$ cat config.mk
export PLATFORM = sky130hd
export DESIGN_NAME = multicycle_controller
export DESIGN_NICKNAME = d
export VERILOG_FILES = /design/src/rtl/multicycle_controller.sv
export SDC_FILE = /design/constraint.sdc
export NUM_CORES = 1
export LEC_CHECK = 0
export BUFFER_PORTS_ARGS = -buffer_cell sky130_fd_sc_hd__buf_2
export CORE_MARGIN = 5
export CORE_UTILIZATION = 51
export CTS_BUF_LIST = sky130_fd_sc_hd__clkbuf_8
export DETAILED_ROUTE_END_ITERATION = 10
export PLACE_DENSITY = 0.84
export SYNTH_ARGS = -nofsm -noshare
export SYNTH_HDL_FRONTEND = slang
export SYNTH_SLANG_ARGS = --single-unit
$ cat constraint.sdc
create_clock -name clk -period 5.06 [get_ports clk]
set_input_delay 0.759 -clock clk [delete_from_list [all_inputs] [get_ports clk]]
set_output_delay 0.759 -clock clk [all_outputs]
set_load 0.05 [all_outputs]
$ cat src/rtl/multicycle_controller.sv
// Multi-cycle sequencing FSM for the MIPS-subset CPU: walks each instruction through
// FETCH/DECODE/EXEC/MEM/WB, drives datapath controls and counts retired instructions.
module multicycle_controller #(
    parameter int COUNT_W = 16
) (
    input  logic               clk,
    input  logic               rst_n,
    input  logic [31:0]        instruction,
    input  logic               zero,
    input  logic               mem_ready,
    output logic [2:0]         state,
    output logic               MemRd,
    output logic               MemWr,
    output logic               IRWr,
    output logic               PCWr,
    output logic [1:0]         PCsrc,
    output logic               RegWr,
    output logic [1:0]         RegDst,
    output logic [1:0]         ALUsrc,
    output logic [2:0]         ALUcntrl,
    output logic               ExtendMethod,
    output logic               MemToReg,
    output logic               illegal,
    output logic [COUNT_W-1:0] retired
);

    typedef enum logic [2:0] {
        S_FETCH  = 3'd0,
        S_DECODE = 3'd1,
        S_EXEC   = 3'd2,
        S_MEM    = 3'd3,
        S_WB     = 3'd4,
        S_HALT   = 3'd5
    } state_t;

    localparam logic [5:0] OP_RTYPE = 6'h00;
    localparam logic [5:0] OP_JAL   = 6'h03;
    localparam logic [5:0] OP_BEQ   = 6'h04;
    localparam logic [5:0] OP_BNE   = 6'h05;
    localparam logic [5:0] OP_ADDI  = 6'h08;
    localparam logic [5:0] OP_ADDIU = 6'h09;
    localparam logic [5:0] OP_LW    = 6'h23;
    localparam logic [5:0] OP_SW    = 6'h2B;
    localparam logic [5:0] FN_JR    = 6'h08;
    localparam logic [5:0] FN_ADD   = 6'h20;
    localparam logic [5:0] FN_ADDU  = 6'h21;
    localparam logic [5:0] FN_SLT   = 6'h2A;

    localparam logic [1:0] PC_PLUS4  = 2'd0;
    localparam logic [1:0] PC_BRANCH = 2'd1;
    localparam logic [1:0] PC_JUMP   = 2'd2;
    localparam logic [1:0] PC_REG    = 2'd3;
    localparam logic [1:0] DST_RT    = 2'd0;
    localparam logic [1:0] DST_RD    = 2'd1;
    localparam logic [1:0] DST_RA    = 2'd2;
    localparam logic [1:0] SRC_IMM   = 2'd0;
    localparam logic [1:0] SRC_PC    = 2'd1;
    localparam logic [1:0] SRC_DB    = 2'd2;
    localparam logic [2:0] ALU_ADD   = 3'd0;
    localparam logic [2:0] ALU_SUB   = 3'd1;
    localparam logic [2:0] ALU_SLT   = 3'd3;

    state_t             state_q, state_d;
    logic               illegal_q, illegal_d;
    logic [COUNT_W-1:0] retired_q, retired_d;

    logic [5:0] op_s, funct_s;
    logic       is_rtype_s, is_alu_r_s, is_slt_s, is_jr_s, is_jal_s;
    logic       is_addi_s, is_addiu_s, is_beq_s, is_bne_s, is_lw_s, is_sw_s, legal_s;
    logic       unused_s;
    logic       mem_rd_s, mem_wr_s, ir_wr_s, pc_wr_s, reg_wr_s, retire_s;

    assign op_s       = instruction[31:26];
    assign funct_s    = instruction[5:0];
    assign unused_s   = ^instruction[25:6];
    assign is_rtype_s = (op_s == OP_RTYPE);
    assign is_slt_s   = is_rtype_s && (funct_s == FN_SLT);
    assign is_alu_r_s = is_rtype_s && ((funct_s == FN_ADD) || (funct_s == FN_ADDU) || (funct_s == FN_SLT));
    assign is_jr_s    = is_rtype_s && (funct_s == FN_JR);
    assign is_jal_s   = (op_s == OP_JAL);
    assign is_addi_s  = (op_s == OP_ADDI);
    assign is_addiu_s = (op_s == OP_ADDIU);
    assign is_beq_s   = (op_s == OP_BEQ);
    assign is_bne_s   = (op_s == OP_BNE);
    assign is_lw_s    = (op_s == OP_LW);
    assign is_sw_s    = (op_s == OP_SW);
    assign legal_s    = is_alu_r_s || is_jr_s || is_jal_s || is_addi_s || is_addiu_s ||
                        is_beq_s || is_bne_s || is_lw_s || is_sw_s;

    // Next-state and per-state datapath controls
    always_comb begin
        state_d      = state_q;
        mem_rd_s     = 1'b0;
        mem_wr_s     = 1'b0;
        ir_wr_s      = 1'b0;
        pc_wr_s      = 1'b0;
        reg_wr_s     = 1'b0;
        PCsrc        = PC_PLUS4;
        RegDst       = DST_RT;
        ALUsrc       = SRC_IMM;
        ALUcntrl     = ALU_ADD;
        ExtendMethod = 1'b0;
        MemToReg     = 1'b0;
        case (state_q)
            S_FETCH: begin
                mem_rd_s = 1'b1;
                if (mem_ready) begin
                    ir_wr_s = 1'b1;
                    pc_wr_s = 1'b1;
                    state_d = S_DECODE;
                end else begin
                    state_d = S_FETCH;
                end
            end
            S_DECODE: begin
                if (!legal_s) begin
                    state_d = S_HALT;
                end else if (is_jal_s) begin
                    reg_wr_s = 1'b1;
                    RegDst   = DST_RA;
                    ALUsrc   = SRC_PC;
                    pc_wr_s  = 1'b1;
                    PCsrc    = PC_JUMP;
                    state_d  = S_FETCH;
                end else if (is_jr_s) begin
                    pc_wr_s = 1'b1;
                    PCsrc   = PC_REG;
                    state_d = S_FETCH;
                end else begin
                    state_d = S_EXEC;
                end
            end
            S_EXEC: begin
                if (is_alu_r_s) begin
                    ALUsrc   = SRC_DB;
                    ALUcntrl = is_slt_s ? ALU_SLT : ALU_ADD;
                    state_d  = S_WB;
                end else if (is_addi_s || is_addiu_s) begin
                    ExtendMethod = is_addiu_s;
                    state_d      = S_WB;
                end else if (is_lw_s || is_sw_s) begin
                    state_d = S_MEM;
                end else if (is_beq_s || is_bne_s) begin
                    ALUsrc   = SRC_DB;
                    ALUcntrl = ALU_SUB;
                    // beq takes on zero, bne on non-zero
                    if (zero == is_beq_s) begin
                        pc_wr_s = 1'b1;
                        PCsrc   = PC_BRANCH;
                    end else begin
                        pc_wr_s = 1'b0;
                    end
                    state_d = S_FETCH;
                end else begin
                    state_d = S_HALT;
                end
            end
            S_MEM: begin
                if (is_lw_s) begin
                    mem_rd_s = 1'b1;
                    state_d  = mem_ready ? S_WB : S_MEM;
                end else if (is_sw_s) begin
                    mem_wr_s = 1'b1;
                    state_d  = mem_ready ? S_FETCH : S_MEM;
                end else begin
                    state_d = S_HALT;
                end
            end
            S_WB: begin
                reg_wr_s = 1'b1;
                RegDst   = is_alu_r_s ? DST_RD : DST_RT;
                MemToReg = is_lw_s;
                state_d  = S_FETCH;
            end
            S_HALT: begin
                state_d = S_HALT;
            end
            default: begin
                state_d = S_HALT;
            end
        endcase
    end

    assign retire_s  = ((state_q == S_DECODE) || (state_q == S_EXEC) ||
                        (state_q == S_MEM) || (state_q == S_WB)) && (state_d == S_FETCH);
    assign illegal_d = illegal_q | (state_d == S_HALT);

    // Saturating retired-instruction counter
    always_comb begin
        if (retire_s && (retired_q != {COUNT_W{1'b1}})) begin
            retired_d = retired_q + COUNT_W'(1);
        end else begin
            retired_d = retired_q;
        end
    end

    // State, sticky illegal flag and counter registers
    always_ff @(posedge clk) begin
        if (!rst_n) begin
            state_q   <= S_FETCH;
            illegal_q <= 1'b0;
            retired_q <= '0;
        end else begin
            state_q   <= state_d;
            illegal_q <= illegal_d;
            retired_q <= retired_d;
        end
    end

    // Enables drop immediately while reset is held so an in-flight access is abandoned
    assign MemRd   = mem_rd_s & rst_n;
    assign MemWr   = mem_wr_s & rst_n;
    assign IRWr    = ir_wr_s & rst_n;
    assign PCWr    = pc_wr_s & rst_n;
    assign RegWr   = reg_wr_s & rst_n;
    assign state   = state_q;
    assign illegal = illegal_q;
    assign retired = retired_q;

endmodule

After elaboration in Yosys (flattened, before gate mapping):

Cells that the tools add are included.

* flip-flop bits (word level): 20
* logic and storage cells: 114

* $add $sub $neg: 1
* equal/unequal tests: 18
* muxes and demuxes: 62
* bitwise operators: 6
* reductions and logical operators: 24

Operators with widths (count)
* two-way mux 1 bit: 32
* == test 6 bit (second input constant): 5
* two-way mux 2 bit: 15
* two-way mux 3 bit: 8
* == test 6 x 4 -> 1 bit (second input constant): 3
* adder 16 x 1 -> 16 bit (second input constant): 1
* logical OR 1 bit: 16
* inequality test 16 bit (second input constant): 1
* case mux 3 bit (5 select lines): 1
* == test 6 x 3 -> 1 bit (second input constant): 2
* case mux 2 bit (2 select lines): 3
* == test 3 x 2 -> 1 bit (second input constant): 2
* == test 3 bit (second input constant): 2
* == test 6 x 2 -> 1 bit (second input constant): 1
* zero test 3 bit: 2
* zero test 6 bit: 1
* AND 1 bit: 5
* logical AND 1 bit: 5
* case mux 1 bit (2 select lines): 2
* == test 3 x 1 -> 1 bit (second input constant): 1
* case mux 1 bit (3 select lines): 1
* == test 1 bit: 1
* bitwise OR 1 bit: 1

Depth between registers and ports, before layout:

Gate-level depths: netlist of the first run.

* word-level depth: 17
* mapped depth: 10
* depth with buffers taken out: 7

Worst setup path before layout of the first run:

Ideal clock, no wire load.

* path type: input-to-output
* from: input instruction[29]
* to: output PCWr
* data arrival time: 3.303 ns
* data required time: 4.301 ns
* setup slack: 0.998 ns
* stages: 6
* buffers on the path: 1
* path through: buf_6 -> nor4_1 -> and2_1 -> nand2_1 -> a21boi_0 -> o21a_1

* longest elaborated chain between the ends: 13
* elaborated cells between the ends (all ways): 32
* those cells by class: eq/ne (8); mux (9); bitwise (1); reduce/logical (14)

RTL lines
* from (decl): line 8 `input logic [31:0] instruction,`
* parallel branches: the longest is 11 deep, another holds == test 6 x 3 -> 1 bit
* case mux 1 bit (3 select lines) *: line 104 `case (state_q)`
* AND 1 bit *: line 214 `assign PCWr = pc_wr_s & rst_n;`
* to (decl): line 15 `output logic PCWr,`

Every way passes the cells marked *.

Worst setup path after layout of the first run:

* from: input instruction[29]
* to: output RegWr

* longest elaborated chain between the ends: 13
* elaborated cells between the ends (all ways): 22
* those cells by class: eq/ne (7); mux (3); bitwise (1); reduce/logical (11)

RTL lines
* zero test 6 bit: line 76 `assign is_rtype_s = (op_s == OP_RTYPE);`
* logical AND 1 bit (on tied branches): line 78, 79
* logical OR 1 bit (5 in series): line 87 `assign legal_s = is_alu_r_s || is_jr_s || is_jal_s || is_addi_s || is_addiu_s ||`
* logical OR 1 bit (3 in series): line 88 `is_beq_s || is_bne_s || is_lw_s || is_sw_s;`
* two-way mux 1 bit *: line 116 `if (!legal_s) begin`
* case mux 1 bit (2 select lines) *: line 104
* AND 1 bit *: line 215 `assign RegWr = reg_wr_s & rst_n;`
* to (decl): line 17 `output logic RegWr,`

Every way passes the cells marked *; elsewhere a longest branch is shown, timed or not.

==> results of run 1 <==
## per-layer routing
layer / track usage / vias up / part of all wire
met4: 0.0796 / 0 / 0.012
met5: 0 / - / 0
li1: - / 812 / -
met2: 0.324 / 63 / 0.48
met1: 0.247 / 764 / 0.43
met3: 0.0504 / 6 / 0.078
## synthesized netlist by cell type (2+ instances only)
cell type | number | area (sq um)
dfxtp_1 | 20 | 400
nand2_1 | 18 | 67.6
nor2_1 | 15 | 56.3
a21oi_1 | 14 | 70.1
nand3_1 | 10 | 50.1
o21ai_0 | 8 | 40.0
nor3_1 | 7 | 35.0
or4_1 | 7 | 52.6
or3_1 | 6 | 37.5
inv_1 | 5 | 18.8
nor4_1 | 5 | 31.3
o31ai_1 | 5 | 37.5
and2_1 | 4 | 25.0
and3_1 | 4 | 25.0
nand2b_1 | 4 | 25.0
nor3b_1 | 4 | 30.0
and4_1 | 3 | 26.3
clkbuf_1 | 3 | 11.3
o21a_1 | 3 | 22.5
xnor2_1 | 3 | 26.3
a311o_1 | 2 | 20.0
buf_2 | 2 | 10.0
o2111a_1 | 2 | 22.5
o41ai_1 | 2 | 17.5
or4b_1 | 2 | 20.0
## flip-flops by register name, summed over array words and instances (netlist names)
register,count
state,3
illegal,1
retired,16
## cell usage in the layout, fill, tap and decap left out, drive strengths merged, types with 3 or more instances in the layout
cell    Yosys  final
and2        4      4
o21a        3      3
nand2      18     18
dfxtp      20     20
nand2b      4      4
or3         6      6
a21oi      14     14
inv         5      5
nor3b       4      4
nor2       15     15
nor4        5      5
o21ai       9      9
and4        3      3
o31ai       5      5
nor3        7      7
xnor2       3      3
and3        4      4
clkbuf      3      3
or4         8      8
nand3      10     10
or4b        3      3
buf         4     50
## kinds of logic after synthesis
kind of cell / count (synthesis) / synth area share
flip-flops: 20 / 0.282
multiplexers: 1 / 0.00704
buffers and inverters: 12 / 0.0414
AND/OR/NAND/NOR: 99 / 0.401
adder cells (fa/ha/maj): 1 / 0.00880
XOR/XNOR: 4 / 0.0247
AO/OA/AOI/OAI: 48 / 0.232
other: 1 / 0.00264
## worst paths after layout
check / start / to / slack (ns) / depth (start not counted)
worst max-delay path: instruction[29] / RegWr / 1.53 / 6
worst min-delay path: illegal / illegal / 0.47 / 2
worst max register to register: state[2] / retired[13] / 2.09 / 7
worst min register to register: illegal / illegal / 0.47 / 2
## where the power goes
part	internal [mW]	switching [mW]
sequential	0.164	0.0112
clock	0.0531	0.0512
combinational	0.0342	0.0805
## critical path, delay by kind of cell
kind | cells | cell delay (ns)
compound gates | 1 | 0.22
buf+inv | 2 | 0.45
simple gates | 3 | 1.33
## layout make-up
type                            instances  area, sq um
Fill cell                             246          998
Multi-Input combinational cell        154          962
Inverter                                5         18.8
Sequential cell                        20          400
Timing Repair Buffer                   50          250
Tap cell                               31         38.8
Clock buffer                            3         41.3
## stage by stage
step            util  worst slack, ns  hold WS [ns]
2_1_floorplan      -            0.998         0.705
3_3_place_gp   0.616             1.42         0.446
3_5_place_dp   0.616             1.40         0.458
4_1_cts        0.632             1.54         0.473
5_1_grt        0.632             1.35         0.489
6_report       0.632             1.53         0.468
==> results.json, run 1 <==
{
  "die_area_sq_mm": 0.00394,
  "portBuffers": 50,
  "crit_chain": "buf_2, nor4_1, nand3_1, or3b_2, a211oi_1, buf_2",
  "min_period_ns": 3.53,
  "crit_path_end_kind": "primary output",
  "io_pins": 72,
  "final-hold-violation-count": 0,
  "drv_cap": 0,
  "antenna_cells": 0,
  "viasPerCell": 6.25,
  "cp_common_cell": "buf_2",
  "clk_pin_slew_ns": 0.07,
  "drt-initial-drc-count": 143,
  "setup_viol": 0,
  "synth_cell_types": 53,
  "synth_edf_count": 0,
  "async_flop_share": 0,
  "grt.total_usage": 0.198,
  "slew_headroom": 0.438,
  "path_class": "in -> out",
  "ant_nets": 0,
  "vdd_drop_max_mv": 0.193,
  "die_w_um": 62.8,
  "cts_tree": "done",
  "start_kind": "primary input",
  "cp_slowest_cell": "or3b_2",
  "synth.ff_latch_count": 20,
  "fin_total_pwr_uw": 394,
  "grt_max_degree": 20,
  "p_leak_nw": 0.728,
  "maxSlewViolCount": 0,
  "required_ns": 4.30,
  "grt_pass1_vias": 1495,
  "grt_overflow": 0,
  "status": "finished clean",
  "p_per_area_mw_per_mm2": 230,
  "wirelength_mm": 3.94,
  "drive_above_1_share": 0.250,
  "vias": 1645,
  "core.rowCount": 19,
  "first_pass_iters": 4,
  "wl_per_cell_um": 15.0,
  "cts_sinks": 20,
  "core_sq_mm": 0.00271,
  "postLayoutCellArea_sq_mm": 0.00171,
  "drcViolationCount": 0,
  "crit_fanout": 9,
  "yosysWarnings": 0,
  "syn_inst": 186,
  "hp-class": "reg -> reg",
  "root_buffer": "clkbuf_8",
  "cts_inserted_buffers": 3,
  "dp.cells": 260,
  "clock.fmax_mhz": 283,
  "antenna_found_initial": 0,
  "die_y_um": 62.8,
  "tns_ns": 0,
  "hold_buffers": 0,
  "nets": 271,
  "clk_latency_ns": 0.26,
  "max_stage_delay_ns": 0.53,
  "grt_pass1_wl_mm": 6.65,
  "yosysSeqAreaShare": 0.282,
  "synth_fp_nets": 223,
  "worstPathArrival_ns": 2.78,
  "skew_ns": 0.00329,
  "start_util": 0.524,
  "syn_area_per_cell_sq_um": 7.64,
  "clk_path_buf_depth": 2,
  "place_area_sq_mm": 0.00167,
  "post_cts_buffers": 0,
  "tightest_slew_ns": 0.836,
  "h-tree-depth": 1,
  "post-dp-hpwl_mm": 2.93,
  "stdcell_count": 263,
  "rsz0062_at_grt": "false",
  "syn2layout_area_growth_pct": 20.4,
  "synth_ff_type": "dfxtp_1",
  "gp_congestion": 0.909,
  "cts_resized": 0,
  "fin_crit_sh": 0.699,
  "synthesis.area_sq_mm": 0.00142
}
No activity file was read; power rests on OpenSTA's default activity.
==> inputs of run 2 (changes only) <==
--- a/config.mk
+++ b/config.mk
@@ -5,12 +5,13 @@
 export SDC_FILE = /design/constraint.sdc
 export NUM_CORES = 1
 export LEC_CHECK = 0
+export ABC_AREA = 1
 export BUFFER_PORTS_ARGS = -buffer_cell sky130_fd_sc_hd__buf_2
 export CORE_MARGIN = 5
-export CORE_UTILIZATION = 51
+export CORE_UTILIZATION = 49
 export CTS_BUF_LIST = sky130_fd_sc_hd__clkbuf_8
 export DETAILED_ROUTE_END_ITERATION = 10
-export PLACE_DENSITY = 0.84
+export PLACE_DENSITY = 0.78
 export SYNTH_ARGS = -nofsm -noshare
 export SYNTH_HDL_FRONTEND = slang
 export SYNTH_SLANG_ARGS = --single-unit
==> constraint.sdc (replaced) <==
create_clock -name clk -period 3.6 [get_ports clk]
set_input_delay 0.54 -clock clk [delete_from_list [all_inputs] [get_ports clk]]
set_output_delay 0.54 -clock clk [all_outputs]
set_load 0.05 [all_outputs]
==> results.json, run 2 <==
{
  "synth_top_cell_by_area": "dfxtp_1",
  "final-hold-violation-count": 0,
  "grt_overflow": 0,
  "synth_edf_count": 0,
  "ys_top_cells_by_count": "50 x nand2_1, 32 x nor2_1, 27 x inv_1",
  "portBuffers": 50,
  "min-delay-start": "illegal",
  "status": "finished clean",
  "h-tree-depth": 1,
  "synth.ff_latch_count": 20,
  "tns_ns": 0,
  "cp_common_cell": "buf_2",
  "post-dp-hpwl_mm": 3.00,
  "wirelength_mm": 3.89,
  "setup_viol": 0,
  "syn_inst": 249,
  "largest_reg_flops": 16,
  "viasPerCell": 5.06,
  "grt_pass1_wl_mm": 6.47,
  "crit_fanout": 19,
  "start_kind": "primary input",
  "maxSlewViolCount": 0,
  "layout_common_cells": "50 x nand2_1, 50 x buf_2, 32 x nor2_1, 27 x inv_1, 20 x dfxtp_1",
  "yosysWarnings": 0,
  "root_buffer": "clkbuf_8",
  "hold_ws_ns": 0.487,
  "reg2reg_from": "retired[0]",
  "clk_latency_ns": 0.26,
  "syn2layout_area_growth_pct": 20.4,
  "slew_headroom": 0.644,
  "antenna_cells": 0,
  "start_util": 0.498,
  "gp_congestion": 0.954,
  "die_y_um": 67.8,
  "crit_chain": "buf_2, clkinv_1, a31oi_1, buf_2",
  "synth_fp_nets": 286,
  "fin_total_pwr_uw": 647,
  "async_flop_share": 0,
  "hold_buffers": 0,
  "core.rowCount": 21,
  "min_period_ns": 2.34,
  "rsz0062_at_grt": "false",
  "hp-class": "reg -> reg",
  "ant_nets": 0,
  "required_ns": 3.06,
  "vdd_drop_max_mv": 0.184,
  "die_area_sq_mm": 0.00459,
  "cpLargestDelayFamily": "buffers and inverters",
  "io_pins": 72,
  "synth.most_common_cell": "nand2_1",
  "drive_above_1_share": 0.279,
  "yosysSeqAreaShare": 0.245,
  "cts_sinks": 20,
  "synthesis.area_sq_mm": 0.00164,
  "tightest_slew_ns": 0.531,
  "crit_start": "rst_n",
  "antenna_found_initial": 0,
  "max_stage_delay_ns": 0.46,
  "drv_cap": 0,
  "die_w_um": 67.8,
  "drcViolationCount": 0,
  "grt.total_usage": 0.176,
  "grt_pass1_vias": 1583,
  "clk_path_buf_depth": 2,
  "path_buf_inv": 3,
  "cts_inserted_buffers": 3,
  "vias": 1734,
  "p_per_area_mw_per_mm2": 329,
  "post_cts_buffers": 0,
  "cp_slowest_cell": "clkinv_1",
  "synth_ff_type": "dfxtp_1",
  "syn_area_per_cell_sq_um": 6.57,
  "clock.fmax_mhz": 428,
  "netlist_top_cells_area": "dfxtp_1 24%, nand2_1 11%, nor2_1 7.3%",
  "skew_ns": 0.00527,
  "cts_tree": "done",
  "first_pass_iters": 5,
  "cts_resized": 0,
  "yosysTopAreaCellShare": 0.245,
  "crit_path_end_kind": "primary output",
  "synth_cell_types": 35,
  "p_leak_nw": 0.940,
  "core_sq_mm": 0.00328,
  "worstPathArrival_ns": 1.80,
  "clk_pin_slew_ns": 0.08,
  "nets": 335,
  "path_class": "in -> out",
  "drt-initial-drc-count": 129,
  "grt_max_degree": 20,
  "fin_crit_sh": 0.649,
  "wl_per_cell_um": 11.3
}
## run 2: worst register-to-register path, cell delays in order (launching register included)
cell and delay (ns):
dfxtp_1 0.38, ha_1 0.20, nand2_1 0.08, nor2_1 0.21
nand3_1 0.21, nor2_2 0.18, nand4_2 0.38, nand3_4 0.37
nand2_1 0.08, a21oi_1 0.13
## run 2: final timing paths
check	to	slack [ns]	cells past startpoint
worst max-delay path	PCWr	1.26	4
worst min-delay path	illegal	0.49	1
worst max register to register	retired[6]	1.31	9
worst min register to register	illegal	0.49	1
## run 2: cell type report
type,count,area (sq um)
well taps,46,57.6
clock buffers,3,41.3
repair buffers,50,250
inverters,35,131
multi-input cells,188,1060
fillers,329,1320
clock inverters,1,30.0
flip-flops and latches,20,400
## run 2: per-stage QoR
stage | instances | worst slack, ns | instance area (sq um) | utilization
global route | 343 | 1.04 | 1970 | 0.599
detailed placement | 339 | 1.24 | 1900 | 0.578
global placement | 339 | 1.26 | 1900 | 0.578
floorplan | 249 | 0.417 | 1640 | -
finish | 343 | 1.26 | 1970 | 0.599
CTS | 343 | 1.26 | 1970 | 0.599
## run 2: cell families after synthesis
logic type               after synthesis  share of synthesized area
AO/OA/AOI/OAI                         24                     0.0857
XOR/XNOR                              14                     0.0750
adder cells (fa/ha/maj)                1                    0.00765
buffers and inverters                 41                      0.109
flip-flops                            20                      0.245
other                                  1                    0.00229
AND/OR/NAND/NOR                      148                      0.476
## run 2: power breakdown
| part | switching, mW | total (mW) | internal [mW] |
|---|---|---|---|
| Sequential | 0.00702 | 0.235 | 0.228 |
| Clock | 0.0763 | 0.225 | 0.148 |
| Combinational | 0.139 | 0.187 | 0.0480 |
## run 2: per-layer routing
metal / vias up / GRT usage / routed length, um / part of all wire
met5: - / 0 / 0 / 0
met4: 0 / 0.0620 / 83 / 0.021
met3: 11 / 0.0166 / 181 / 0.046
met2: 52 / 0.320 / 1910 / 0.49
met1: 758 / 0.213 / 1710 / 0.44
li1: 913 / - / - / -
==> inputs of run 3 (changes only) <==
--- a/config.mk
+++ b/config.mk
@@ -5,13 +5,13 @@
 export SDC_FILE = /design/constraint.sdc
 export NUM_CORES = 1
 export LEC_CHECK = 0
-export ABC_AREA = 1
+export ABC_AREA = 0
 export BUFFER_PORTS_ARGS = -buffer_cell sky130_fd_sc_hd__buf_2
 export CORE_MARGIN = 5
-export CORE_UTILIZATION = 49
+export CORE_UTILIZATION = 42
 export CTS_BUF_LIST = sky130_fd_sc_hd__clkbuf_8
 export DETAILED_ROUTE_END_ITERATION = 10
-export PLACE_DENSITY = 0.78
+export PLACE_DENSITY = 0.74
 export SYNTH_ARGS = -nofsm -noshare
 export SYNTH_HDL_FRONTEND = slang
 export SYNTH_SLANG_ARGS = --single-unit
==> constraint.sdc (replaced) <==
create_clock -name clk -period 2.03 [get_ports clk]
set_input_delay 0.3045 -clock clk [delete_from_list [all_inputs] [get_ports clk]]
set_output_delay 0.3045 -clock clk [all_outputs]
set_load 0.05 [all_outputs]
==> results.json, run 3 (same netlist as run 1, synthesis figures left out) <==
{
  "status": "finished with violations",
  "violations": "negative setup slack",
  "syn2layout_area_growth_pct": 105,
  "start_util": 0.429,
  "die_area_sq_mm": 0.00465,
  "wirelength_mm": 8.07,
  "crit_chain": "buf_6, or4b_4, o21ai_2, a2bb2oi_2, or4_4, buf_4, or3_4, or4_1, a21oi_1",
  "drive_above_1_share": 0.608,
  "ant_nets": 0,
  "internal_power_uw": 856,
  "worst-path-stages": 9,
  "largest_reg_flops": 16,
  "die_w_um": 68.2,
  "fin_total_pwr_mw": 1.38,
  "root_buffer": "clkbuf_8",
  "skew_ns": 0.00622,
  "clk_latency_ns": 0.27,
  "final-hold-violation-count": 0,
  "antenna_found_initial": 0,
  "min_period_ns": 2.71,
  "setup_viol": 26,
  "vias": 2327,
  "required_ns": 2.23,
  "fin_crit_sh": 1.34,
  "clk_pin_slew_ns": 0.08,
  "p_leak_nw": 1.25,
  "hp-class": "in -> reg",
  "portBuffers": 50,
  "cpLargestDelayFamily": "simple AND/OR/NAND/NOR gates",
  "path_buf_inv": 2,
  "rsz0062_at_grt": "true",
  "core_sq_mm": 0.00331,
  "worst-r2r-setup-slack_ns": -0.65,
  "vdd_drop_max_mv": 0.602,
  "cts_inserted_buffers": 3,
  "wl_per_cell_um": 22.1,
  "cts_tree": "done",
  "post-dp-hpwl_mm": 3.84,
  "layout_commonest_cell": "buf_4",
  "reg2regPathDepth": 8,
  "hold_path_depth": 2,
  "tns_ns": -9.92,
  "drt-initial-drc-count": 192,
  "p_per_area_mw_per_mm2": 475,
  "p_sw_frac": 0.381,
  "slew_headroom": 0.624,
  "grt_pass1_vias": 2048,
  "grt.total_usage": 0.276,
  "antenna_cells": 0,
  "die_y_um": 68.2,
  "worstPathArrival_ns": 2.91,
  "hold_ws_ns": 0.354,
  "start_kind": "primary input",
  "maxSlewViolCount": 0,
  "drcViolationCount": 0,
  "gp_congestion": 0.861,
  "combPwrFrac": 0.463,
  "crit_fanout": 6,
  "cts_sinks": 20,
  "clock.fmax_mhz": 369,
  "clkPwrFrac": 0.231,
  "nets": 357,
  "cp_slowest_cell": "or4b_4",
  "grt_max_degree": 16,
  "seq_power_share": 0.307,
  "path_class": "in -> reg",
  "viasPerCell": 6.38,
  "grt_pass1_wl_mm": 9.70,
  "h-tree-depth": 1,
  "crit_path_end_kind": "register",
  "hold_buffers": 0,
  "setup_ws_ns": -0.680,
  "core.rowCount": 21,
  "p_switching_uw": 528,
  "drv_cap": 0,
  "tightest_slew_ns": 0.556,
  "clk_path_buf_depth": 2,
  "first_pass_iters": 6,
  "io_pins": 72,
  "grt_overflow": 0,
  "max_stage_delay_ns": 0.55,
  "layout_common_cells": "72 x buf_4, 37 x buf_2, 24 x buf_6, 17 x dfxtp_1, 15 x nand2_1"
}
## run 3: final timing paths
path                                 startpoint           to
worst max-delay path            instruction[27]  retired[10]
worst min-delay path                      rst_n  retired[15]
worst max register to register      retired[10]  retired[10]
worst min register to register          illegal      illegal
## run 3: timing repair
action,in CTS,in global routing
resized for setup,44,51
buffers inserted,9,10
endpoints found under the setup margin,27,30
pin swaps,18,21
gates cloned,1,0
## run 3: power groups by stage
stage	sequential, mW	combinational [mW]	clock (mW)
finish	0.424	0.640	0.320
global route	0.425	0.667	0.344
CTS	0.421	0.503	0.319
detailed placement	0.430	0.424	0
global placement	0.430	0.415	0
floorplan	0.486	0.200	0
## run 3: final cells by class
| type | instances | area, sq um |
|---|---|---|
| Clock buffer | 4 | 55.1 |
| Fill cell | 165 | 399 |
| Inverter | 5 | 18.8 |
| Multi-Input combinational cell | 155 | 1350 |
| Sequential cell | 20 | 409 |
| Tap cell | 46 | 57.6 |
| Timing Repair Buffer | 135 | 1030 |
## run 3: worst reg2reg max path, delay by kind of cell, from the launching register on
family,cells,cell delay [ns]
flip-flops,1,0.34
buffers and inverters,1,0.16
AND/OR/NAND/NOR,6,1.94
AO/OA/AOI/OAI,1,0.16
## run 3: per-layer routing
layer  global-route usage  routed length [um]  up-vias
met5                    0                   0        -
met4                0.119                 539        0
met3               0.0591                 657       65
met2                0.495                4060      186
met1                0.312                2820     1097
li1                     -                   -      979
## run 3: per-stage QoR
stage / util / instances / instance area [sq um] / setup WS [ns]
final: 0.879 / 365 / 2910 / -0.680
after global routing: 0.879 / 365 / 2910 / -0.722
after CTS: 0.794 / 357 / 2630 / -0.498
after detailed placement: 0.697 / 344 / 2310 / -0.902
after global placement: 0.697 / 344 / 2310 / -0.860
after floorplan: - / 186 / 1550 / -0.748
